### config.mk
export PLATFORM = sky130hd
export DESIGN_NAME = dpy_arbiter
export DESIGN_NICKNAME = d
export VERILOG_FILES = /design/src/rtl/dpy_arbiter.sv
export SDC_FILE = /design/constraint.sdc
export NUM_CORES = 1
export LEC_CHECK = 0
export ABC_AREA = 0
export CORE_MARGIN = 4
export CORE_UTILIZATION = 39
export DETAILED_ROUTE_END_ITERATION = 8
export GPL_TIMING_DRIVEN = 0
export PLACE_DENSITY = 0.78
export SYNTH_ARGS = -nofsm -noshare
export SYNTH_HDL_FRONTEND = slang
export SYNTH_SLANG_ARGS = --single-unit
### constraint.sdc
create_clock -name clk -period 2.75 [get_ports clk]
set_input_delay 0.275 -clock clk [delete_from_list [all_inputs] [get_ports clk]]
set_output_delay 0.275 -clock clk [all_outputs]
set_load 0.02 [all_outputs]
### src/rtl/dpy_arbiter.sv
// dpy_arbiter: shares one 8-digit seven-segment display between NUM_REQ
// requesters. Request/grant handshake with round-robin fairness and a
// minimum hold time so a pattern stays up long enough to be read.
//
// Ports:
//   clk, rst_n         clock, synchronous active-low reset
//   req[NUM_REQ]       level request per requester
//   req_number/req_dp  flattened per-requester digit data (32b / 8b each)
//   grant[NUM_REQ]     one-hot grant or all-zero
//   owner[3]           index of current/last owner
//   busy               high while a grant is asserted
//   number_out/dp_out  registered data to dpy_scan
//
// Optional build macro: DPY_ARB_OWNER_TAG_EN -- when defined, the leftmost
// digit shows the owner index with its decimal point lit while owned.
module dpy_arbiter #(
  parameter int NUM_REQ     = 4,
  parameter int HOLD_CYCLES = 50_000_000
) (
  input  logic                   clk,
  input  logic                   rst_n,
  input  logic [NUM_REQ-1:0]     req,
  input  logic [32*NUM_REQ-1:0]  req_number,
  input  logic [8*NUM_REQ-1:0]   req_dp,
  output logic [NUM_REQ-1:0]     grant,
  output logic [2:0]             owner,
  output logic                   busy,
  output logic [31:0]            number_out,
  output logic [7:0]             dp_out
);

  typedef enum logic [1:0] {IDLE, HOLD, OPEN} state_e;

  localparam logic [31:0] CNT_MAX = 32'(HOLD_CYCLES - 1);

  state_e               state_q, state_d;
  logic [NUM_REQ-1:0]   grant_q, grant_d;
  logic [2:0]           owner_q, owner_d;
  logic [2:0]           rr_q, rr_d;
  logic                 busy_q, busy_d;
  logic [31:0]          cnt_q, cnt_d;
  logic [31:0]          number_q, number_d;
  logic [7:0]           dp_q, dp_d;

  logic [NUM_REQ-1:0]   cand;
  logic                 pick_vld;
  logic [2:0]           pick_idx;
  logic                 owner_req;
  logic                 others;
  logic [31:0]          sel_number;
  logic [7:0]           sel_dp;
  logic                 new_grant;
  logic                 rel;

  // Candidates exclude the current owner; grant_q is zero in IDLE so every
  // request competes there. Since rr == owner while granted, the search
  // naturally visits the owner last.
  always_comb begin
    int idx;
    idx      = 0;
    cand     = req & ~grant_q;
    pick_vld = 1'b0;
    pick_idx = rr_q;
    for (int k = 1; k <= NUM_REQ; k++) begin
      idx = int'(rr_q) + k;
      if (idx >= NUM_REQ) idx = idx - NUM_REQ;
      if (!pick_vld && cand[idx]) begin
        pick_vld = 1'b1;
        pick_idx = 3'(idx);
      end
    end
  end

  // grant_q is one-hot on owner, so this is the owner's own request bit.
  assign owner_req = |(req & grant_q);
  assign others    = |cand;

  always_comb begin
    sel_number = '0;
    sel_dp     = '0;
    for (int i = 0; i < NUM_REQ; i++) begin
      if (owner_q == 3'(i)) begin
        sel_number = req_number[32*i +: 32];
        sel_dp     = req_dp[8*i +: 8];
      end
    end
  end

  always_comb begin
    state_d   = state_q;
    grant_d   = grant_q;
    owner_d   = owner_q;
    rr_d      = rr_q;
    cnt_d     = cnt_q;
    new_grant = 1'b0;
    rel       = 1'b0;

    case (state_q)
      IDLE: if (pick_vld) new_grant = 1'b1;
      HOLD: begin
        // Release beats the hold timer; other requesters are ignored here.
        if (!owner_req)            rel     = 1'b1;
        else if (cnt_q == CNT_MAX) state_d = OPEN;
        else                       cnt_d   = cnt_q + 32'd1;
      end
      OPEN: begin
        // Another requester takes over directly, with no idle gap,
        // whether or not the owner still wants the display.
        if (others)          new_grant = 1'b1;
        else if (!owner_req) rel       = 1'b1;
      end
      default: state_d = IDLE;
    endcase

    if (rel) begin
      state_d = IDLE;
      grant_d = '0;
      cnt_d   = '0;
    end
    if (new_grant) begin
      state_d = HOLD;
      cnt_d   = '0;
      owner_d = pick_idx;
      rr_d    = pick_idx;
      for (int i = 0; i < NUM_REQ; i++) grant_d[i] = (pick_idx == 3'(i));
    end
    busy_d = |grant_d;
  end

  // Data follows the registered owner, so a new owner's data appears one
  // cycle after its grant. In IDLE the last pattern is held (no flicker).
  always_comb begin
    number_d = number_q;
    dp_d     = dp_q;
    if (|grant_q) begin
      number_d = sel_number;
      dp_d     = sel_dp;
`ifdef DPY_ARB_OWNER_TAG_EN
      number_d[31:28] = {1'b0, owner_q};
      dp_d[7]         = 1'b1;
`endif
    end
  end

  always_ff @(posedge clk) begin
    if (!rst_n) begin
      state_q  <= IDLE;
      grant_q  <= '0;
      owner_q  <= '0;
      rr_q     <= 3'(NUM_REQ - 1);
      busy_q   <= 1'b0;
      cnt_q    <= '0;
      number_q <= '0;
      dp_q     <= '0;
    end else begin
      state_q  <= state_d;
      grant_q  <= grant_d;
      owner_q  <= owner_d;
      rr_q     <= rr_d;
      busy_q   <= busy_d;
      cnt_q    <= cnt_d;
      number_q <= number_d;
      dp_q     <= dp_d;
    end
  end

  assign grant      = grant_q;
  assign owner      = owner_q;
  assign busy       = busy_q;
  assign number_out = number_q;
  assign dp_out     = dp_q;

endmodule

* Word-level counts from Yosys, hierarchy flattened
Index checks and enable logic that the tools add are counted. Widths: inputs -> output; s select.
Storage, ports and cells: register bits after elaboration 85, input bits 166, output and inout bits 48, logic and storage cells 109
Cells by class: add/sub/neg operators 9, order comparisons 8, eq/ne operators 14, muxes and demuxes 45, bitwise logic cells 6, reduce and logical (&&, ||, !) cells 18
Operator list (number):
- $mux 32 | 8
- $lt 32x4->1 const B | 4
- $add 32x1->32 const B | 1
- $eq 32x26->1 const B | 1
- $mux 8 | 4
- $sub 4x3->5 const B | 4
- $mux 1 | 18
- $ge 4x3->1 const B | 4
- $reduce_or 4->1 | 4
- $eq 3x2->1 const B | 4
- $mux 3 | 4
- $reduce_and 3->1 | 3
- $add 3x2->4 const B | 2
- $and 4x4->4 | 2
- $bmux 1 s2 | 4
- $mux 4 | 2
- $ne 4x4->1 const B | 2
- $eq 3x1->1 const B | 2
- $logic_not 3->1 | 2
- $add 3x1->4 const B | 1
- $add 3x3->4 const B | 1
- $mux 2 | 2
- $ne 2x2->1 const B | 2
- $not 4->4 | 1
- other kinds (11) | 18

* Longest topological paths before layout
depth after elaboration 20, depth in mapped cells 9, depth with buffers taken out 8

* Least setup slack after synthesis
Ideal clock, no wire load.
path kind register to register, start point reg rr_q[0], end point reg grant_q[0] (netlist: grant[0]), setup time 0.092 ns, arrival 2.465 ns, data required time 2.658 ns, slack 0.192 ns, cell stages (with the launch flop) 10, buffers on the path 1, clock period less this slack 2.558 ns, cell sequence dfxtp_1 > clkbuf_4 > inv_1 > ha_1 > or4b_2 > o31ai_2 > o21ai_0 > o2111ai_1 > nand3_1 > o32ai_1
Between the ends: longest elaborated chain between the ends 19, elaborated cells on any way between the ends 46, those cells by class add/sub (8); order compare (4); mux (27); reduce/logical (7)
RTL lines:
- from (decl) | RTL line 39 | logic [2:0] rr_q, rr_d;
- from (signal assigned) | RTL line 150 | rr_q <= 3'(NUM_REQ - 1);
- from (signal assigned) | RTL line 159 | rr_q <= rr_d;
- $add 3x1->4 | RTL line 65 | idx = int'(rr_q) + k;
- $sub 4x3->5 / $ge 4x3->1 (equally long branches) | RTL line 66 | if (idx >= NUM_REQ) idx = idx - NUM_REQ;
- $mux 32 | RTL line 66
- $bmux 1 s2 | RTL line 67 | if (!pick_vld && cand[idx]) begin
- $mux 1 (implied by the code) (2 in series) | RTL line 67
- $mux 1 | RTL line 67
- $logic_not 1->1 | RTL line 67
- $logic_and 1x1->1 | RTL line 67
- (+2 left out)
- $logic_and 1x1->1 | RTL line 67
- $mux 1 | RTL line 67
- $logic_not 1->1 | RTL line 67
- $logic_and 1x1->1 | RTL line 67
- $mux 1 | RTL line 67
- $mux 1 | RTL line 99 | IDLE: if (pick_vld) new_grant = 1'b1;
- $pmux 1 s2 | RTL line 98 | case (state_q)
- $mux 4 (*) | RTL line 120 | if (new_grant) begin
- to (signal assigned) | RTL line 157 | grant_q <= grant_d;
- to (decl) | RTL line 37 | logic [NUM_REQ-1:0] grant_q, grant_d;
Mark *: on every way between the ends. The rest lies on a longest branch, timed or not. The select of a mux whose other input is x is not followed. A chain may end at the register's enable or synchronous reset.

* Final worst setup path
Ends and elaborated chain as after synthesis.

==> impl_results.md <==
* Status: complete, no violations
* Number of top-level pins at 214
* Die Ht at 119 um
* Grt total ovfl at 0
* Std-Cell Rows at 40
* Hold Vio Cnt, Final at 0
* Clk Tree Root Cell: clkbuf_16
* Rel. slew slack at 27.5%
* Core Util, Final at 62.7%
* Final Slew Violations at 0
* Finished Layout Cells at 875
* Pleak at 2.51 nW
* Die Width at 119 um
* Mapped Cells at 476
* Final wirelength at 17.5 mm
* Initial antenna violation count at 0
* GRT Util Overall at 24.4%
* Fin nets at 876
* Ratio of cells with drive above 1 in the final layout at 12.9%
* Fillcell total at 975
* YS warnings at 0
* N_diodes at 0
* Worst hold margin at 501 ps
* Final worst-path cycle share at 95.5%
* Initial Utilization at 40.1%
* Routed length on met1 at 6.61 mm
* Worst Path Arrival at 2870 ps
* Number of vias per cell at 5.46
* Post-DP HPWL at 14.2 mm
* Worst vdd ir at 0.520 mV
* RePlAce Congestion at 0.919
* Worst Tran Pin Value at 1080 ps
* Met3 wire length at 1.49 mm
* Main flop type after synthesis: dfxtp_1
* Drt wl/cell at 19.9 um
* Syn_nets at 649
* CTS tree: done
* Largest net degree at the start of global routing at 13
* Worst-path fanout max at 10
* Synth Register Bits at 84
* Mapped Avg Cell Area at 10.2 um^2
* CTS sink cnt at 84
* Sequential fraction of the synthesis area at 34.8%
* Num CTS Buffers at 9
* Syn Std Cell Area at 0.00484 mm^2
* Met2 WL post-DR at 8.91 mm
* RSZ-0062 raised after global routing: false
* PnR Total Power at 6.29 mW
* Drt initial violations at 350
* Vias in the first global route at 5,052
* CP Launch Type: register
* R2R Setup Slk at 120 ps
* Die area at 0.0143 mm^2
* Hold Path Class: reg -> reg
* Skew-Pair Late Insertion Delay at 330 ps
* Placed instance count at 857
* Max-cap violation count at 0
* Yosys cell types at 54
* Setup CP Type: reg -> reg
* Routed Antenna Nets at 0
* H-Tree Depth at 3
* Asr flop ratio synth at 0%
* Setup-failing EPs final at 0
* Routed vias at 4,778
* First-pass GRT wire length at 27.3 mm
* Endpoint class of the critical path: register
* Area grow syn2layout at 56.3%
* Detailed Routing Iterations Pass 1 at 5
* DRC Markers at 0
* Core footprint at 0.0121 mm^2
* Bufs on Longest Clock Path at 2
* Hold-fix buffers, CTS at 0
* Crit path time final at 2630 ps
* Clock-pin slew on the worst setup and hold paths at 60 ps
* Top sig layer: met4
* EDFF count, synth at 0
* F_max at 0.381 GHz
* Worst Clk Skew at 4.06 ps
* IO Port Bufs at 213
* Worst Path Required at 2990 ps
* PD cells at 832 mW/mm^2
## power by group
part	total [mW]	leakage [nW]	internal (mW)	switching, mW
Combinational	3.53	1.68	1.66	1.87
Sequential	1.58	0.685	1.43	0.154
Clock	1.18	0.140	0.723	0.458
## synthesized netlist by cell type (4+ instances only)
| cell type | number | area [um^2] |
|---|---|---|
| mux4_2 | 42 | 946 |
| inv_1 | 15 | 56.3 |
| ha_1 | 7 | 87.6 |
| nand4_1 | 7 | 43.8 |
| o21ai_0 | 5 | 25.0 |
| and4_1 | 4 | 35.0 |
| nand2b_4 | 4 | 55.1 |
| nor2b_1 | 44 | 275 |
| dfxtp_1 | 84 | 1680 |
| nand2_1 | 17 | 63.8 |
| clkbuf_1 | 22 | 82.6 |
| xor2_1 | 5 | 43.8 |
| xnor2_1 | 25 | 219 |
| nor4_1 | 13 | 81.3 |
| nor3_1 | 14 | 70.1 |
| a22oi_1 | 41 | 308 |
| a21oi_1 | 6 | 30.0 |
| and3_1 | 5 | 31.3 |
| buf_2 | 8 | 40.0 |
| nor2_1 | 44 | 165 |
| nand3_1 | 18 | 90.1 |
| o32ai_1 | 4 | 35.0 |
## layout by cell type, fill, tap and decap left out, drive strengths merged, types with 2 or more instances in the layout
| cell | n |
|---|---|
| clkdlybuf4s50 | 213 |
| dfxtp | 84 |
| nor2b | 44 |
| nor2 | 44 |
| mux4 | 42 |
| a22oi | 41 |
| clkbuf | 35 |
| xnor2 | 26 |
| nand3 | 19 |
| nand2 | 17 |
| inv | 15 |
| nor3 | 14 |
| nor4 | 14 |
| buf | 14 |
| nand4 | 7 |
| ha | 7 |
| a21oi | 6 |
| and3 | 5 |
| xor2 | 5 |
| nand2b | 5 |
| o21ai | 5 |
| and4 | 4 |
| o211ai | 4 |
| o32ai | 4 |
| or2 | 3 |
| mux2i | 3 |
| and2b | 2 |
| a22o | 2 |
| nor4b | 2 |
| a31oi | 2 |
| o31ai | 2 |
## flip-flops by register name, indices dropped and copies added, names as in the netlist
signal and cells:
owner 3, cnt_q 32, rr_q 2, busy 1, number_out 32, dp_out 8
state_q 2, grant 4
## stage by stage
stage	setup TNS [ps]	setup slack [ps]	cell area (um^2)
after floorplan	0	192	4840
after global placement	-342	-88.6	7180
after detailed placement	-861	-244	7180
after CTS	0	32.4	7500
after global routing	0	2.92	7560
final	0	124	7560
## worst max-delay path, cell delays in order, from the launching register on
cell and delay [ps]:
dfxtp_4 380, buf_8 150, clkinvlp_4 160, ha_4 300
or4b_2 660, o31ai_4 130, o32a_4 280, xnor2_4 140
inv_2 60, o32ai_1 260
## repair_timing
action | in CTS | in global routing
setup endpoints to repair | 5 | 4
setup buffers | 0 | 3
resized for setup | 6 | 8
endpoints found under the hold margin | 0 | 0
pin swaps | 0 | 1
## routing by layer
| metal | up-vias | global-route usage [%] |
|---|---|---|
| met1 | 2327 | 27.4 |
| met5 | - | 0 |
| met2 | 196 | 42.8 |
| li1 | 2225 | - |
| met4 | 0 | 7.52 |
| met3 | 30 | 9.02 |
## worst paths after layout
kind	startpoint	to	depth (start not counted)
setup / recovery	rr_q[0]$_SDFFE_PN1N_	grant[0]$_SDFF_PN0_	9
setup reg to reg	rr_q[0]$_SDFFE_PN1N_	grant[0]$_SDFF_PN0_	9
hold / removal	owner[2]$_SDFFE_PN0N_	owner[2]$_SDFFE_PN0N_	2
hold reg to reg	owner[2]$_SDFFE_PN0N_	owner[2]$_SDFFE_PN0N_	2
## cell type report
| type | count | area (um^2) | share of cell area, % |
|---|---|---|---|
| Tap cell | 168 | 210 | 2.78 |
| Timing Repair Buffer | 216 | 2150 | 28.5 |
| Clock buffer | 13 | 250 | 3.31 |
| Multi-Input combinational cell | 343 | 3010 | 39.9 |
| Buffer | 33 | 149 | 1.97 |
| Inverter | 16 | 63.8 | 0.844 |
| Clock inverter | 2 | 35.0 | 0.463 |
| Sequential cell | 84 | 1690 | 22.3 |
## logic make-up after synthesis
family | after synthesis | synth area share [%]
AOI/OAI and AO/OA | 75 | 11.8
xor gates and xnor gates | 31 | 6.00
DFF | 84 | 34.8
adders and majority gates | 7 | 1.81
and+or+nand+nor | 185 | 21.3
muxes | 45 | 20.2
buffers and inverters | 49 | 4.16
No activity file was read; power rests on OpenSTA's default activity.
